**src/rtl/instr_prefetch_ctrl.sv**
```systemverilog
// Instruction prefetch controller. It issues word-aligned reads on a
// req/gnt/rvalid bus, keeps up to DEPTH words buffered or in flight, and hands
// buffered words to the aligner through a ready/consume handshake. A jump
// redirects fetching and drops responses that are still in flight.
//
// Ports:
//   clk_i, rst_ni        clock, synchronous active-low reset
//   jtag_reset_flag_i    debug reset, same effect as rst_ni low
//   halt_i               blocks new requests
//   jump_flag_i/addr_i   one-cycle redirect strobe and byte target
//   mem_req_o/addr_o     read request and word-aligned address
//   mem_gnt_i            request accepted
//   mem_rvalid_i/rdata_i in-order read response
//   instr_ready_o/instr_o head word of the buffer (0 when empty)
//   word_consume_i       aligner takes the head word
module instr_prefetch_ctrl #(
  parameter int unsigned AW    = 32,
  parameter int unsigned DW    = 32,
  parameter int unsigned DEPTH = 2
) (
  input  logic          clk_i,
  input  logic          rst_ni,
  input  logic          jtag_reset_flag_i,
  input  logic          halt_i,
  input  logic          jump_flag_i,
  input  logic [AW-1:0] jump_addr_i,
  output logic          mem_req_o,
  output logic [AW-1:0] mem_addr_o,
  input  logic          mem_gnt_i,
  input  logic          mem_rvalid_i,
  input  logic [DW-1:0] mem_rdata_i,
  output logic          instr_ready_o,
  output logic [DW-1:0] instr_o,
  input  logic          word_consume_i
);

  localparam int unsigned CW = $clog2(DEPTH + 1);
  localparam int unsigned PW = (DEPTH > 1) ? $clog2(DEPTH) : 1;

  typedef enum logic {RUN, FLUSH} state_e;

  state_e        state_q, state_d;
  logic [AW-3:0] fetch_q, fetch_d;
  logic [CW-1:0] outst_q, outst_d;
  logic [CW-1:0] discard_q, discard_d;
  logic [CW-1:0] count_q, count_d;
  logic [PW-1:0] rd_ptr_q, rd_ptr_d;
  logic [PW-1:0] wr_ptr_q, wr_ptr_d;
  logic [DW-1:0] mem_q [DEPTH];

  logic reset_c;
  logic credit_ok;
  logic accept;
  logic push;
  logic pop;
  logic unused_jump_lsb;

  function automatic logic [PW-1:0] ptr_inc(input logic [PW-1:0] p);
    return (p == PW'(DEPTH - 1)) ? '0 : p + PW'(1);
  endfunction

  assign reset_c         = !rst_ni || jtag_reset_flag_i;
  assign unused_jump_lsb = ^jump_addr_i[1:0];

  // Credit covers both in-flight requests and words already buffered.
  assign credit_ok  = ({1'b0, outst_q} + {1'b0, count_q}) < (CW + 1)'(DEPTH);
  assign mem_req_o  = !reset_c && !halt_i && !jump_flag_i && credit_ok;
  assign mem_addr_o = {fetch_q, 2'b00};
  assign accept     = mem_req_o && mem_gnt_i;

  // A jump cycle neither pushes nor pops; FLUSH drops responses.
  assign push = mem_rvalid_i && !jump_flag_i && (state_q == RUN);
  assign pop  = (count_q != '0) && word_consume_i && !jump_flag_i;

  assign instr_ready_o = (count_q != '0);
  assign instr_o       = instr_ready_o ? mem_q[rd_ptr_q] : '0;

  // Next-state logic for fetch address, credit counters, FSM and FIFO pointers.
  always_comb begin
    state_d   = state_q;
    fetch_d   = fetch_q;
    outst_d   = outst_q;
    discard_d = discard_q;
    count_d   = count_q;
    rd_ptr_d  = rd_ptr_q;
    wr_ptr_d  = wr_ptr_q;
    if (jump_flag_i) begin
      // Everything still in flight after this cycle is stale.
      fetch_d   = jump_addr_i[AW-1:2];
      outst_d   = outst_q - CW'(mem_rvalid_i);
      discard_d = outst_q - CW'(mem_rvalid_i);
      state_d   = (outst_q - CW'(mem_rvalid_i) != '0) ? FLUSH : RUN;
      count_d   = '0;
      rd_ptr_d  = '0;
      wr_ptr_d  = '0;
    end else begin
      if (accept) fetch_d = fetch_q + (AW - 2)'(1);
      outst_d = outst_q + CW'(accept) - CW'(mem_rvalid_i);
      if (state_q == FLUSH && mem_rvalid_i) begin
        discard_d = discard_q - CW'(1);
        if (discard_q == CW'(1)) state_d = RUN;
      end
      if (push) wr_ptr_d = ptr_inc(wr_ptr_q);
      if (pop)  rd_ptr_d = ptr_inc(rd_ptr_q);
      count_d = count_q + CW'(push) - CW'(pop);
    end
  end

  // State registers with synchronous reset (system or debug).
  always_ff @(posedge clk_i) begin
    if (reset_c) begin
      state_q   <= RUN;
      fetch_q   <= '0;
      outst_q   <= '0;
      discard_q <= '0;
      count_q   <= '0;
      rd_ptr_q  <= '0;
      wr_ptr_q  <= '0;
    end else begin
      state_q   <= state_d;
      fetch_q   <= fetch_d;
      outst_q   <= outst_d;
      discard_q <= discard_d;
      count_q   <= count_d;
      rd_ptr_q  <= rd_ptr_d;
      wr_ptr_q  <= wr_ptr_d;
    end
  end

  // Buffer storage; contents are only visible through a non-empty head.
  always_ff @(posedge clk_i) begin
    if (!reset_c && push) mem_q[wr_ptr_q] <= mem_rdata_i;
  end

  a_no_overflow: assert property (@(posedge clk_i) disable iff (reset_c)
    !(push && (count_q == CW'(DEPTH)) && !pop));

endmodule

```
**config.mk**
```make
export PLATFORM = sky130hd
export DESIGN_NAME = instr_prefetch_ctrl
export DESIGN_NICKNAME = d
export VERILOG_FILES = /design/src/rtl/instr_prefetch_ctrl.sv
export SDC_FILE = /design/constraint.sdc
export NUM_CORES = 1
export LEC_CHECK = 0
export ABC_AREA = 0
export ABC_CLOCK_PERIOD_IN_PS = 9800
export BUFFER_PORTS_ARGS = -buffer_cell sky130_fd_sc_hd__buf_2
export CAP_MARGIN = 30
export CORE_ASPECT_RATIO = 0.75
export CORE_UTILIZATION = 56
export CTS_CLUSTER_DIAMETER = 50
export DETAILED_ROUTE_END_ITERATION = 10
export GPL_ROUTABILITY_DRIVEN = 0
export GPL_TIMING_DRIVEN = 0
export PLACE_DENSITY = 0.95
export SYNTH_ARGS = -nofsm -noshare
export SYNTH_HDL_FRONTEND = slang
export SYNTH_SLANG_ARGS = --single-unit
```
**constraint.sdc**
```tcl
create_clock -name clk_i -period 9.8 [get_ports clk_i]
set_input_delay 0.49 -clock clk_i [delete_from_list [all_inputs] [get_ports clk_i]]
set_output_delay 0.49 -clock clk_i [all_outputs]
set_load 0.03 [all_outputs]
```
Word level (Yosys, flattened, before mapping):

Memories as Yosys holds them, arrays and structs flattened. A register that Yosys moved wholly into a read port is not among the register bits.
Index checks and enable logic that the tools add are counted.

* register bits: 39
* RAM bits: 64
* bits of input ports: 72
* output and inout bits: 66
* logic and storage cells: 59
* memories kept: 1

Memories
* mem_q: words 2, width 32, rd ports 1, clocked after memory_dff 1, write ports 1, line 49 `logic [DW-1:0] mem_q [DEPTH];`

* add/subtract/negate cells: 10
* magnitude comparators: 1
* equality and inequality tests: 1
* mux-type cells: 16
* bitwise operators: 1
* reduce and logical (&&, ||, !) cells: 22

Operators with widths (number)
* two-way mux 30 bit: 2
* two-way mux 32 bit: 1
* adder 30 x 1 -> 30 bit (second input constant): 1
* logical AND 1 bit: 10
* two-way mux 1 bit: 10
* nonzero test 2 bit: 5
* two-way mux 2 bit: 3
* subtractor 2 x 1 -> 2 bit: 3
* adder 2 x 1 -> 2 bit: 2
* logical NOT 1 bit: 4
* adder 2 x 2 -> 3 bit: 1
* < comparator 3 x 2 -> 1 bit (second input constant): 1
* adder 1 bit (second input constant): 2
* == test 2 x 1 -> 1 bit (second input constant): 1
* AND reduction 2 bit: 1
* OR reduction 2 bit: 1
* subtractor 2 x 1 -> 2 bit (second input constant): 1
* logical OR 1 bit: 1
* inverter 1 bit: 1

Longest topological paths before layout:

Gate-level depths: netlist of run 1.

* depth in word-level cells: 10
* depth in mapped cells: 13
* depth with buffers taken out: 12

Worst setup path after synthesis of run 1:

Ideal clock, no wire load.

* kind: input -> register
* from: input jump_flag_i
* to: memory mem_q[0][0], enable pin
* data arrival time: 3.292 ns
* data required time: 9.339 ns
* path slack: 6.047 ns
* stages: 4
* cell sequence: clkbuf_1 > nor3b_1 > inv_1 > nor3_1

* cells in the longest elaborated chain, start to end: 6

RTL lines
* start: declaration: line 25 `input logic jump_flag_i,`
* logical NOT 1 bit: line 72 `assign push = mem_rvalid_i && !jump_flag_i && (state_q == RUN);`
* logical AND 1 bit (2 in series): line 72
* logical AND 1 bit: line 132 `if (!reset_c && push) mem_q[wr_ptr_q] <= mem_rdata_i;`
* two-way mux 1 bit: line 132
* two-way mux 1 bit (implied by the code): line 132
* end: declaration: line 49

Every way passes these cells.

Worst setup path in the final report of run 1:

* from: register outst_q[0]
* to: register outst_q[1]

* cells in the longest elaborated chain, start to end: 7
* elaborated cells on any way between the ends: 8
* classes of those cells: add/sub: 4; order compare: 1; mux: 1; reduce/logical: 2

RTL lines
* start: declaration: line 44 `logic [CW-1:0] outst_q, outst_d;`
* start signal: assignment: line 122 `outst_q <= outst_d;`
* adder 2 x 2 -> 3 bit: line 66 `assign credit_ok = ({1'b0, outst_q} + {1'b0, count_q}) < (CW + 1)'(DEPTH);`
* < comparator 3 x 2 -> 1 bit: line 66
* logical AND 1 bit: line 67 `assign mem_req_o = !reset_c && !halt_i && !jump_flag_i && credit_ok;`
* logical AND 1 bit: line 69 `assign accept = mem_req_o && mem_gnt_i;`
* adder 2 x 1 -> 2 bit: line 98 `outst_d = outst_q + CW'(accept) - CW'(mem_rvalid_i);`
* subtractor 2 x 1 -> 2 bit: line 98
* two-way mux 2 bit (*): line 87 `if (jump_flag_i) begin`

Every way passes the cells marked *; elsewhere a longest branch is shown, timed or not.
A chain may end at the register's enable or synchronous reset.

==> results of run 1 <==
-- stage by stage --
stage,instances,util (%)
after detailed placement,649,69.1
after global placement,645,68.5
after floorplan,407,-
after CTS,665,71.7
final,665,71.7
after global routing,665,71.7
-- cell usage in the layout, fill, tap and decap left out, types with 8 or more instances in the layout --
cell type,count
nor2_1,45
o21ai_0,25
xor2_1,20
a21oi_1,31
buf_2,134
edfxtp_1,64
clkbuf_8,9
dfxtp_1,40
inv_1,9
mux2i_1,34
clkbuf_1,15
nand3_1,8
nand2_1,19
xnor2_1,16
nand4_1,14
-- flip-flops by register name, indices dropped and copies added, names as in the netlist, named ones only --
register and cells:
rd_ptr_q 1, state_q 1, outst_q 2, discard_q 2, mem_q 64, count_q 2
fetch_q 30, wr_ptr_q 1
-- cells by family after synthesis --
group                      Yosys count  synth area share [%]
AOI/OAI and AO/OA                   63                  7.14
xor gates and xnor gates            36                  6.79
adders and majority gates            8                  2.32
buffers and inverters               34                  3.10
DFF                                104                  58.6
muxes                               34                  7.33
other                                1                0.0807
and+or+nand+nor                    126                  14.6
-- power by group through the flow --
stage	registers, mW	logic [mW]	clock network (mW)
final	0.481	0.0758	0.269
after global routing	0.482	0.0825	0.293
after CTS	0.480	0.0754	0.277
after detailed placement	0.490	0.0750	0
after global placement	0.490	0.0709	0
after floorplan	0.499	0.0336	0
-- critical path: stages, from the launching register on --
cell and delay (ps):
dfxtp_1 350, and2_1 170, fa_1 490, or4b_1 540, buf_6 170, nor2_2 130, inv_2 100, ha_1 280
inv_1 40, ha_1 170, xnor2_1 110, o21ai_0 200, xnor2_1 150, nor2_1 50
-- cell type report --
type	count	area share, %
plain buffers	23	1.80
clock inverters	7	1.38
multi-input cells	269	31.4
clock buffers	9	2.17
well taps	105	2.31
flip-flops and latches	104	47.8
repair buffers	137	12.5
inverters	11	0.724
-- metal layers --
metal	vias up	global-route usage [%]	share of wire [%]
li1	1750	-	-
met3	21	6.82	6.5
met4	0	10.3	2.1
met1	1772	31.5	42
met2	144	41.7	50
met5	-	0	0
-- how the worst max path moves through the flow --
stage / endpoint / startpoint / slack, ps / cells past startpoint
6_report: outst_q[1]$_SDFF_PP0_ / outst_q[0]$_SDFF_PP0_ / 6730 / 13
5_1_grt: outst_q[1]$_SDFF_PP0_ / outst_q[0]$_SDFF_PP0_ / 6540 / 13
2_1_floorplan: mem_q[0][0]$_DFFE_PP_ / jump_flag_i / 6050 / 4
3_3_place_gp: mem_q[0][1]$_DFFE_PP_ / jump_flag_i / 4690 / 5
4_1_cts: outst_q[1]$_SDFF_PP0_ / outst_q[0]$_SDFF_PP0_ / 6740 / 13
3_5_place_dp: outst_q[1]$_SDFF_PP0_ / outst_q[0]$_SDFF_PP0_ / 6760 / 13
==> flow_summary.json, run 1 <==
{
  "final_layout_size_suffix_gt1_share_pct": 29.6,
  "p_leak_nw": 2.23,
  "yosys_warnings": 0,
  "io_pins": 138,
  "grt_pass1_wl_um": 16500,
  "combPwrFrac_pct": 9.2,
  "grt_antenna_before_repair": 0,
  "r2r_end": "outst_q[1]$_SDFF_PP0_",
  "ys_types": 42,
  "preCtsSetupSlack_ps": 6760,
  "r2r_start": "outst_q[0]$_SDFF_PP0_",
  "max_freq_ghz": 0.326,
  "synth_commonest_cells": "edfxtp_1, nor2_1, dfxtp_1, mux2i_1, a21oi_1",
  "cts.repair.resized": 0,
  "min_period_over_period_pct": 31.3,
  "r2r_slack_ps": 6730,
  "internal_power_uw": 623,
  "io_buffers": 133,
  "synthTopCellsByArea": "edfxtp_1, dfxtp_1, mux2i_1",
  "yosysTopAreaCell": "edfxtp_1",
  "whs_path_depth": 1,
  "fp.dieArea_um2": 8670,
  "grt_use_total_pct": 25.1,
  "start_util_pct": 58.4,
  "pwr-share-clk_pct": 32.6,
  "design_area_um2": 5700,
  "synth_area_um2": 4640,
  "hold_viol_final": 0,
  "start_kind": "flip-flop",
  "die_h_um": 80.9,
  "arrival_ps": 3320,
  "die_w_um": 107,
  "relSlewSlack_pct": 47.7,
  "cts_setup_buffers": 0,
  "placed_area_um2": 5500,
  "required_ps": 10050,
  "worst_slew_pin_slew_ps": 784,
  "synth_edf_count": 64,
  "syn_to_final_growth_pct": 22.7,
  "wl_per_cell_um": 15.7,
  "synth.avg_cell_area_um2": 11.4,
  "status": "finished, final reports clean",
  "regArea_um2": 2720,
  "path_clk_slew_ps": 100,
  "clock_latency_ps": 380,
  "power_uw": 825,
  "grt_max_degree": 33,
  "dpl.hpwl_um": 7920,
  "ant_nets": 0,
  "drtIter0Drc": 225,
  "setup_tns_ps": 0,
  "rows": 28,
  "async_reset_ff_share_pct": 0,
  "rsz0062_at_grt": "no",
  "synth_seq_cells": 104,
  "swShare_pct": 24.5,
  "synth_top_area_share_pct": 41.4,
  "grt_pass1_vias": 3450,
  "drtPass1Iterations": 5,
  "vdd_drop_max_mv": 0.129,
  "tritoncts": "built",
  "fin_skew_ps": 7.65,
  "setup_violations": 0,
  "finalWorstSetupSlack_ps": 6730,
  "clock-root-buffer": "clkbuf_8",
  "drc": 0,
  "synth_cells": 406,
  "final-max-slew-violation-count": 0,
  "multi_input_area_um2": 1790,
  "yosysSeqAreaShare_pct": 58.6,
  "core-area_um2": 7950,
  "overflow": 0,
  "crit_type": "flip-flop to flip-flop",
  "cap_violations": 0,
  "hp-class": "input pin to flip-flop",
  "clk_path_buf_depth": 2,
  "via_count": 3687,
  "htreeDepth": 3,
  "seq_power_share_pct": 58.2,
  "cts_inserted_buffers": 9,
  "ys.flop_type": "edfxtp_1",
  "hold_start": "mem_rdata_i[21]",
  "wirelength_um": 10500,
  "switchingPower_uw": 202,
  "hold_end": "mem_q[1][21]$_DFFE_PP_",
  "fill_cells": 596,
  "path_max_fanout": 7,
  "n_antenna_cell": 0,
  "p_per_area_nw_per_um2": 145,
  "clkSinkCount": 104,
  "r2r_cells": 13,
  "hold_buffers": 0,
  "yosysMostFrequentCell": "edfxtp_1",
  "fin_nets": 635,
  "period_needed_ps": 3070,
  "fin_hold_ws_ps": 297,
  "crit_path_end_kind": "flip-flop",
  "routed_via_density": 5.54
}
(Power assumes the default switching activity.)
==> run 2, diff against run 1 <==
--- a/config.mk
+++ b/config.mk
@@ -6,16 +6,16 @@
 export NUM_CORES = 1
 export LEC_CHECK = 0
 export ABC_AREA = 0
-export ABC_CLOCK_PERIOD_IN_PS = 9800
+export ABC_CLOCK_PERIOD_IN_PS = 3100
 export BUFFER_PORTS_ARGS = -buffer_cell sky130_fd_sc_hd__buf_2
 export CAP_MARGIN = 30
 export CORE_ASPECT_RATIO = 0.75
-export CORE_UTILIZATION = 56
+export CORE_UTILIZATION = 52
 export CTS_CLUSTER_DIAMETER = 50
 export DETAILED_ROUTE_END_ITERATION = 10
 export GPL_ROUTABILITY_DRIVEN = 0
 export GPL_TIMING_DRIVEN = 0
-export PLACE_DENSITY = 0.95
+export PLACE_DENSITY = 0.92
 export SYNTH_ARGS = -nofsm -noshare
 export SYNTH_HDL_FRONTEND = slang
 export SYNTH_SLANG_ARGS = --single-unit
==> constraint.sdc (replaced) <==
create_clock -name clk_i -period 3.1 [get_ports clk_i]
set_input_delay 0.155 -clock clk_i [delete_from_list [all_inputs] [get_ports clk_i]]
set_output_delay 0.155 -clock clk_i [all_outputs]
set_load 0.03 [all_outputs]
==> run 2 against run 1 <==
Hold slack lost 290 ps. Routed wire length grew 9.5%. Non-clock buffer count grew 29. Total power grew to 3.6 times the previous value. The run now ends with DRC left. Combinational power grew to 3.7 times the previous value. Cell count grew 4.8%. Via count grew 3.2%.
==> flow_summary.json, run 2 (synthesized netlist as in run 1, its figures left out) <==
{
  "setup_violations": 0,
  "io_buffers": 133,
  "fin_nets": 664,
  "syn_to_final_growth_pct": 31.6,
  "whs_path_depth": 1,
  "arrival_ps": 3160,
  "n_antenna_cell": 0,
  "grt_pass1_vias": 3828,
  "switchingPower_uw": 697,
  "io_pins": 138,
  "internal_power_mw": 2.25,
  "cap_violations": 0,
  "overflow": 0,
  "status": "finished, violations left",
  "critical_path_depth": 13,
  "final_common_cell": "buf_2",
  "relSlewSlack_pct": 40.8,
  "htreeDepth": 3,
  "start_kind": "flip-flop",
  "tritoncts": "built",
  "drc": 4,
  "drtPass1Iterations": 8,
  "crit_type": "flip-flop to flip-flop",
  "drtIter0Drc": 349,
  "start_util_pct": 54.2,
  "cp_slowest_cell": "or4b_4",
  "pwr-share-clk_pct": 39.0,
  "p_per_area_nw_per_um2": 482,
  "wirelength_um": 11400,
  "rows": 29,
  "max_freq_ghz": 0.339,
  "seq_power_share_pct": 51.6,
  "final-max-slew-violation-count": 0,
  "via_count": 3806,
  "grt_use_total_pct": 24.7,
  "design_area_um2": 6110,
  "reg_top3": "mem_q: 64 flops, fetch_q: 30 flops",
  "fin_skew_ps": 8.05,
  "required_ps": 3310,
  "swShare_pct": 23.7,
  "path_max_fanout": 3,
  "cp_cell_sequence": "and2_1, fa_1, or4b_4, buf_8, nor2_4, inv_2, ha_1, inv_1, ha_1, xnor2_1, o21ai_1, xnor2_1, nor2_1",
  "worst_slew_pin_slew_ps": 885,
  "ant_nets": 0,
  "clock_latency_ps": 340,
  "core-area_um2": 8560,
  "hold_viol_final": 0,
  "final_layout_size_suffix_gt1_share_pct": 29.0,
  "slowest_delay_ps": 540,
  "crit_path_end_kind": "flip-flop",
  "largest_reg_flops": 64,
  "dpl.hpwl_um": 8060,
  "p_leak_nw": 2.40,
  "combPwrFrac_pct": 9.4,
  "fp.dieArea_um2": 9320,
  "clock-root-buffer": "clkbuf_16",
  "wl_per_cell_um": 16.4,
  "cts_inserted_buffers": 9,
  "grt_max_degree": 33,
  "registers.top_by_ff_count": "mem_q",
  "critical-path-top-delay-family": "adder cells",
  "clkSinkCount": 104,
  "grt_pass1_wl_um": 17700,
  "path_clk_slew_ps": 70,
  "die_w_um": 111,
  "layout_common_cells": "buf_2, edfxtp_1, nor2_1",
  "period_needed_ps": 2950,
  "grt_antenna_before_repair": 0,
  "placed_area_um2": 5500,
  "min_period_over_period_pct": 95.0,
  "r2r_cells": 13,
  "final_util_pct": 71.4,
  "path_buf_inv": 3,
  "violations": "DRC",
  "power_mw": 2.95,
  "fill_cells": 636,
  "vdd_drop_max_mv": 0.374,
  "clk_path_buf_depth": 2,
  "hp-class": "input pin to flip-flop",
  "die_h_um": 83.8,
  "routed_via_density": 5.46
}
-- run 2: worst paths after layout --
| path | from | to | slack, ps |
|---|---|---|---|
| hold reg to reg | rd_ptr_q$_SDFFE_PP0P_ | flip-flop | 520 |
| setup reg to reg | outst_q[0]$_SDFF_PP0_ | outst_q[1]$_SDFF_PP0_ | 150 |
| hold / removal | mem_rdata_i[26] | mem_q[0][26]$_DFFE_PP_ | 7 |
| setup / recovery | outst_q[0]$_SDFF_PP0_ | outst_q[1]$_SDFF_PP0_ | 150 |
-- run 2: through the flow --
stage	setup TNS [ps]	cells	setup WS (ps)	hold slack [ps]
3_3_place_gp	-11780	648	-370	342
6_report	0	697	154	6.87
5_1_grt	-2.77	697	-2.77	1.18
2_1_floorplan	0	407	281	254
3_5_place_dp	0	650	106	347
4_1_cts	0	687	73.7	0.561
-- run 2: layout make-up --
class,instances,area (µm²),area share (%)
Clock inverter,7,77.6,1.27
Clock buffer,9,225,3.68
Tap cell,108,135,2.21
Inverter,11,41.3,0.675
Timing Repair Buffer,166,1000,16.4
Multi-Input combinational cell,269,1800,29.5
Sequential cell,104,2720,44.5
Buffer,23,106,1.74
-- run 2: routing by layer --
layer,vias up,track usage (%),routed length [µm]
met4,0,11.7,378
met2,150,43.7,5880
li1,1804,-,-
met5,-,0,0
met1,1815,28.9,4570
met3,37,5.08,619
-- run 2: timing repair --
item,4_1_cts,5_1_grt
hold buffers,21,5
setup endpoints to repair,0,1
buffers inserted,0,5
endpoints found under the hold margin,42,10
gates resized for setup,0,4
-- run 2: power by group through the flow --
stage                     sequential (mW)  clock, mW  combinational, mW
after floorplan                      1.58          0              0.107
after global placement               1.55          0              0.225
after detailed placement             1.55          0              0.239
after CTS                            1.52       1.17              0.261
after global routing                 1.52       1.21              0.297
final                                1.52       1.15              0.277
